File: src/rtl/ram_port_arbiter.sv
// Round-robin sharing of one write port and one registered read port between clients A and B.
// Optional COLLISION_FLAG_EN adds collision_o, flagging a same-address write/read cycle.
module ram_port_arbiter #(
    parameter int unsigned WIDTH = 16,
    parameter int unsigned DEPTH = 256,
    localparam int unsigned AW = $clog2(DEPTH)
) (
    input  logic             clk_i,
    input  logic             rst_n_i,

    input  logic             a_wr_req_i,
    input  logic [AW-1:0]    a_wr_addr_i,
    input  logic [WIDTH-1:0] a_wr_data_i,
    output logic             a_wr_gnt_o,
    input  logic             a_rd_req_i,
    input  logic [AW-1:0]    a_rd_addr_i,
    output logic             a_rd_gnt_o,
    output logic             a_rd_dv_o,
    output logic [WIDTH-1:0] a_rd_data_o,

    input  logic             b_wr_req_i,
    input  logic [AW-1:0]    b_wr_addr_i,
    input  logic [WIDTH-1:0] b_wr_data_i,
    output logic             b_wr_gnt_o,
    input  logic             b_rd_req_i,
    input  logic [AW-1:0]    b_rd_addr_i,
    output logic             b_rd_gnt_o,
    output logic             b_rd_dv_o,
    output logic [WIDTH-1:0] b_rd_data_o,

    output logic [AW-1:0]    ram_wr_addr_o,
    output logic             ram_wr_dv_o,
    output logic [WIDTH-1:0] ram_wr_data_o,
    output logic [AW-1:0]    ram_rd_addr_o,
    output logic             ram_rd_en_o,
    input  logic [WIDTH-1:0] ram_rd_data_i
`ifdef COLLISION_FLAG_EN
    ,
    output logic             collision_o
`endif
);

    typedef enum logic {
        LAST_A = 1'b0,
        LAST_B = 1'b1
    } last_e;

    // Read-return tag; owner 0 = client A, 1 = client B.
    typedef struct packed {
        logic valid;
        logic owner;
    } rd_tag_t;

    logic    run_q;
    last_e   wr_last_q, wr_last_d;
    last_e   rd_last_q, rd_last_d;
    logic    wr_gnt_a, wr_gnt_b;
    logic    rd_gnt_a, rd_gnt_b;
    rd_tag_t rd_tag_q, rd_tag_d;

    // Registered reset flag keeps combinational grants low through reset.
    always_ff @(posedge clk_i or negedge rst_n_i) begin
        if (!rst_n_i) begin
            run_q <= 1'b0;
        end else begin
            run_q <= 1'b1;
        end
    end

    always_ff @(posedge clk_i or negedge rst_n_i) begin
        if (!rst_n_i) begin
            wr_last_q <= LAST_B;
            rd_last_q <= LAST_B;
        end else begin
            wr_last_q <= wr_last_d;
            rd_last_q <= rd_last_d;
        end
    end

    // Write path: lone requester wins, contention goes to the client not served last.
    always_comb begin
        wr_gnt_a  = 1'b0;
        wr_gnt_b  = 1'b0;
        wr_last_d = wr_last_q;
        if (run_q) begin
            if (a_wr_req_i && (!b_wr_req_i || (wr_last_q == LAST_B))) begin
                wr_gnt_a  = 1'b1;
                wr_last_d = LAST_A;
            end else if (b_wr_req_i) begin
                wr_gnt_b  = 1'b1;
                wr_last_d = LAST_B;
            end
        end
    end

    always_comb begin
        rd_gnt_a  = 1'b0;
        rd_gnt_b  = 1'b0;
        rd_last_d = rd_last_q;
        if (run_q) begin
            if (a_rd_req_i && (!b_rd_req_i || (rd_last_q == LAST_B))) begin
                rd_gnt_a  = 1'b1;
                rd_last_d = LAST_A;
            end else if (b_rd_req_i) begin
                rd_gnt_b  = 1'b1;
                rd_last_d = LAST_B;
            end
        end
    end

    assign a_wr_gnt_o = wr_gnt_a;
    assign b_wr_gnt_o = wr_gnt_b;
    assign a_rd_gnt_o = rd_gnt_a;
    assign b_rd_gnt_o = rd_gnt_b;

    // RAM-side muxes; address and data idle at zero.
    always_comb begin
        ram_wr_dv_o   = wr_gnt_a | wr_gnt_b;
        ram_wr_addr_o = '0;
        ram_wr_data_o = '0;
        if (wr_gnt_a) begin
            ram_wr_addr_o = a_wr_addr_i;
            ram_wr_data_o = a_wr_data_i;
        end else if (wr_gnt_b) begin
            ram_wr_addr_o = b_wr_addr_i;
            ram_wr_data_o = b_wr_data_i;
        end
    end

    always_comb begin
        ram_rd_en_o   = rd_gnt_a | rd_gnt_b;
        ram_rd_addr_o = '0;
        if (rd_gnt_a) begin
            ram_rd_addr_o = a_rd_addr_i;
        end else if (rd_gnt_b) begin
            ram_rd_addr_o = b_rd_addr_i;
        end
    end

    // Tag follows the RAM read latency; the RAM's own valid is unreset and unused.
    always_comb begin
        rd_tag_d       = '0;
        rd_tag_d.valid = ram_rd_en_o;
        rd_tag_d.owner = rd_gnt_b;
    end

    always_ff @(posedge clk_i or negedge rst_n_i) begin
        if (!rst_n_i) begin
            rd_tag_q <= '0;
        end else begin
            rd_tag_q <= rd_tag_d;
        end
    end

    assign a_rd_dv_o   = rd_tag_q.valid & ~rd_tag_q.owner;
    assign b_rd_dv_o   = rd_tag_q.valid &  rd_tag_q.owner;
    assign a_rd_data_o = a_rd_dv_o ? ram_rd_data_i : '0;
    assign b_rd_data_o = b_rd_dv_o ? ram_rd_data_i : '0;

`ifdef COLLISION_FLAG_EN
    logic collision_q;

    always_ff @(posedge clk_i or negedge rst_n_i) begin
        if (!rst_n_i) begin
            collision_q <= 1'b0;
        end else begin
            collision_q <= ram_wr_dv_o & ram_rd_en_o & (ram_wr_addr_o == ram_rd_addr_o);
        end
    end

    assign collision_o = collision_q;
`endif

endmodule

File: config.mk
export PLATFORM = sky130hd
export DESIGN_NAME = ram_port_arbiter
export DESIGN_NICKNAME = d
export VERILOG_FILES = /design/src/rtl/ram_port_arbiter.sv
export SDC_FILE = /design/constraint.sdc
export NUM_CORES = 1
export LEC_CHECK = 0
export CORE_MARGIN = 10
export CORE_UTILIZATION = 23
export DETAILED_ROUTE_END_ITERATION = 6
export PLACE_DENSITY = 0.82
export SYNTH_ARGS = -nofsm -noshare
export SYNTH_HDL_FRONTEND = slang
export SYNTH_SLANG_ARGS = --single-unit
File: constraint.sdc
create_clock -name clk_i -period 1.4 [get_ports clk_i]
set_input_delay 0.14 -clock clk_i [delete_from_list [all_inputs] [get_ports clk_i]]
set_output_delay 0.14 -clock clk_i [all_outputs]
set_load 0.01 [all_outputs]
==> impl_metrics.py <==
metrics = {
    "logic_synthesis": {
        "synth_cells": 172,
        "synth_flop_cell": "dfrtp_1",
        "synth-edff-count": 0,
        "synth_area_leaders": "nand2_1 (25%), o22ai_1 (19%), and2_1 (11%)",
        "synth.most_common_cell": "nand2_1",
        "synth_cell_types": 21,
        "syn_nets": 258,
        "avgSynthCellArea_sq_um": 5.85,
        "yosysTopAreaCellShare_pct": 25.0,
        "seq_area_frac_synth_pct": 12.7,
        "syn_area_sq_um": 1010,
        "synth_commonest_cells": "nand2_1 (67), o22ai_1 (30), and2_1 (17)",
        "synth-seq-cells": 5,
        "synthArstFlopShare_pct": 100,
        "yosysWarnings": 0,
        "synth_top_area_cell": "nand2_1",
    },
    "setup_path": {
        "cp_slowest_cell": "dfstp_2",
        "reg2reg_slack_ns": 0.30,
        "crit_family": "flip-flops",
        "path_depth": 4,
        "crit_arrival_ns": 1.40,
        "slowest_delay_ns": 0.57,
        "crit_required_ns": 1.26,
        "path_cells": "o21ai_4, buf_12, o22ai_1, buf_2",
        "critPathBufInv": 2,
        "start_kind": "register",
        "reg2regPathDepth": 4,
        "critPathKind": "register to output pin",
        "r2r-start": "rd_last_q",
        "worstReg2RegEnd": "rd_tag_q[0]",
        "cp-end-kind": "output pin",
        "path_max_fanout": 25,
    },
    "global_routing": {
        "gr-usage-all-layers_pct": 16.4,
        "antenna_found_initial": 0,
        "overflow": 0,
        "grt_max_degree": 39,
        "grt_first_pass_wirelength_mm": 9.92,
        "grt_pass1_vias": 1909,
    },
    "drt": {
        "drt-pass1-iter-count": 4,
        "antenna_left": 0,
        "vias": 1984,
        "wire_per_inst_microns": 19.1,
        "vias_per_cell": 4.97,
        "routed_wl_mm": 7.64,
        "first_iter_violations": 80,
        "drc": 0,
    },
    "finish": {
        "drive_above_1_share_pct": 37.0,
        "fillCellCount": 338,
        "syn2layout_area_growth_pct": 194,
        "design_area_sq_um": 2950,
        "nNetsFinal": 436,
        "insertedDiodeCount": 0,
    },
    "power_and_ir_drop": {
        "pwr_density_cell_nw_per_um2": 506,
        "peakVddDrop_uv": 409,
        "finalPower_w": 0.00150,
        "p_leak_nw": 1.48,
    },
    "clock_tree": {
        "hold_buffers": 0,
        "clk_latency_ns": 0.22,
        "clock_path_buffers": 2,
        "htree_levels": 1,
        "cts_root_buf": "clkbuf_8",
        "clock-sinks": 5,
        "cts-buffers-inserted": 3,
        "clk_pin_slew_worst_paths_ns": 0.03,
        "cts_tree": "built",
    },
    "die": {
        "die_w_microns": 86.1,
        "start_util_pct": 24.4,
        "core_area_sq_um": 4120,
        "dieArea_sq_um": 7420,
        "rows": 23,
        "io_pins": 158,
        "fp.dieH_microns": 86.1,
    },
    "placed_design": {
        "port_buffers": 157,
        "dp_hpwl_mm": 5.64,
        "dpl_cell_area_sq_um": 2710,
        "routabilityCongestion": 0.781,
        "dp_slack_ns": -0.479,
    },
    "sta": {
        "fin_crit_sh_pct": 110,
        "rsz0062_at_grt": "true",
        "post-route-min-period_ns": 1.54,
        "setup_viol": 34,
        "fmax_mhz": 647,
        "slew_viol_final": 0,
        "hold_viol": 0,
        "timing.final.ws_setup_ns": -0.144,
        "finClkSkew_ns": 0.000338,
    },
    "job": {
        "cap_viol_max_count": 0,
    },
    "status": {
        "violations": "negative setup slack",
        "status": "finished, violations left",
    },
    "min_path": {
        "hold_class": "input port to asynchronous set/reset pin",
    },
}
[state kept, by name (all words and copies together), names as in the netlist]
signal,cells
rd_tag_q,2
rd_last_q,1
run_q,1
wr_last_q,1
[placed cells by master (no fill, tap or decap), drive strengths merged, types with 6 or more instances in the layout]
cell type | netlist | layout
clkdlybuf4s50 | 0 | 82
o22ai | 32 | 32
and2 | 17 | 17
nand2 | 68 | 69
clkdlybuf4s15 | 0 | 6
dlygate4sd2 | 0 | 15
and3 | 16 | 16
nor2 | 8 | 8
buf | 13 | 76
clkbuf | 2 | 11
[repair_timing]
action	4_1_cts	5_1_grt
gates resized for setup	247	55
endpoints found under the setup margin	72	54
setup buffers	6	3
pin swaps	8	13
gates cloned	2	8
[how the worst max path moves through the flow]
stage	start	end
after global placement	a_wr_req_i	ram_wr_addr_o[2]
final	wr_last_q	ram_wr_addr_o[3]
after CTS	wr_last_q	ram_wr_data_o[0]
after floorplan	wr_last_q	ram_wr_addr_o[3]
after detailed placement	b_wr_req_i	ram_wr_data_o[0]
after global routing	wr_last_q	ram_wr_addr_o[3]
[power by group]
group	leakage [nW]	internal, W	switching (W)
Combinational	1.40	0.000590	0.000441
Clock	0.0228	0.000195	0.0000678
Sequential	0.0572	0.000172	0.0000307
Total	1.48	0.000957	0.000540
[layer usage]
metal  global-route usage, %  part of all wire, %  routed length (microns)
met2                    28.8                   49                     3710
met5                       0                    0                        0
met3                    8.80                   13                     1000
met1                    16.8                   37                     2820
met4                    3.44                  1.4                      108
[cells by family (layout without fill, tap and decap cells)]
family                 count (synthesis)  after routing  share of synthesized area [%]
other                                  1              1                          0.373
AOI/OAI and AO/OA                     38             39                           25.9
DFF                                    5              5                           12.7
buffers and inverters                 18            193                           10.6
and+or+nand+nor                      110            111                           50.5
[layout make-up]
cell class,instances,area (sq um),area share [%]
timing repair buffer,186,1750,59.3
inverter,3,11.3,0.381
multi-input combinational,151,956,32.4
clock buffer,4,45.0,1.52
sequential,5,129,4.36
tap,50,62.6,2.12
[metrics by stage]
| stage | instances | setup TNS, ns | hold slack, ns | util, % |
|---|---|---|---|---|
| 2_1_floorplan | 172 | 0 | -0.156 | - |
| 3_3_place_gp | 378 | -17.35 | 0.379 | 65.9 |
| 3_5_place_dp | 378 | -18.59 | 0.399 | 65.9 |
| 4_1_cts | 389 | -2.85 | 0.166 | 63.3 |
| 5_1_grt | 399 | -4.88 | 0.175 | 71.8 |
| 6_report | 399 | -2.44 | 0.155 | 71.8 |
No activity file was read; power rests on OpenSTA's default activity.
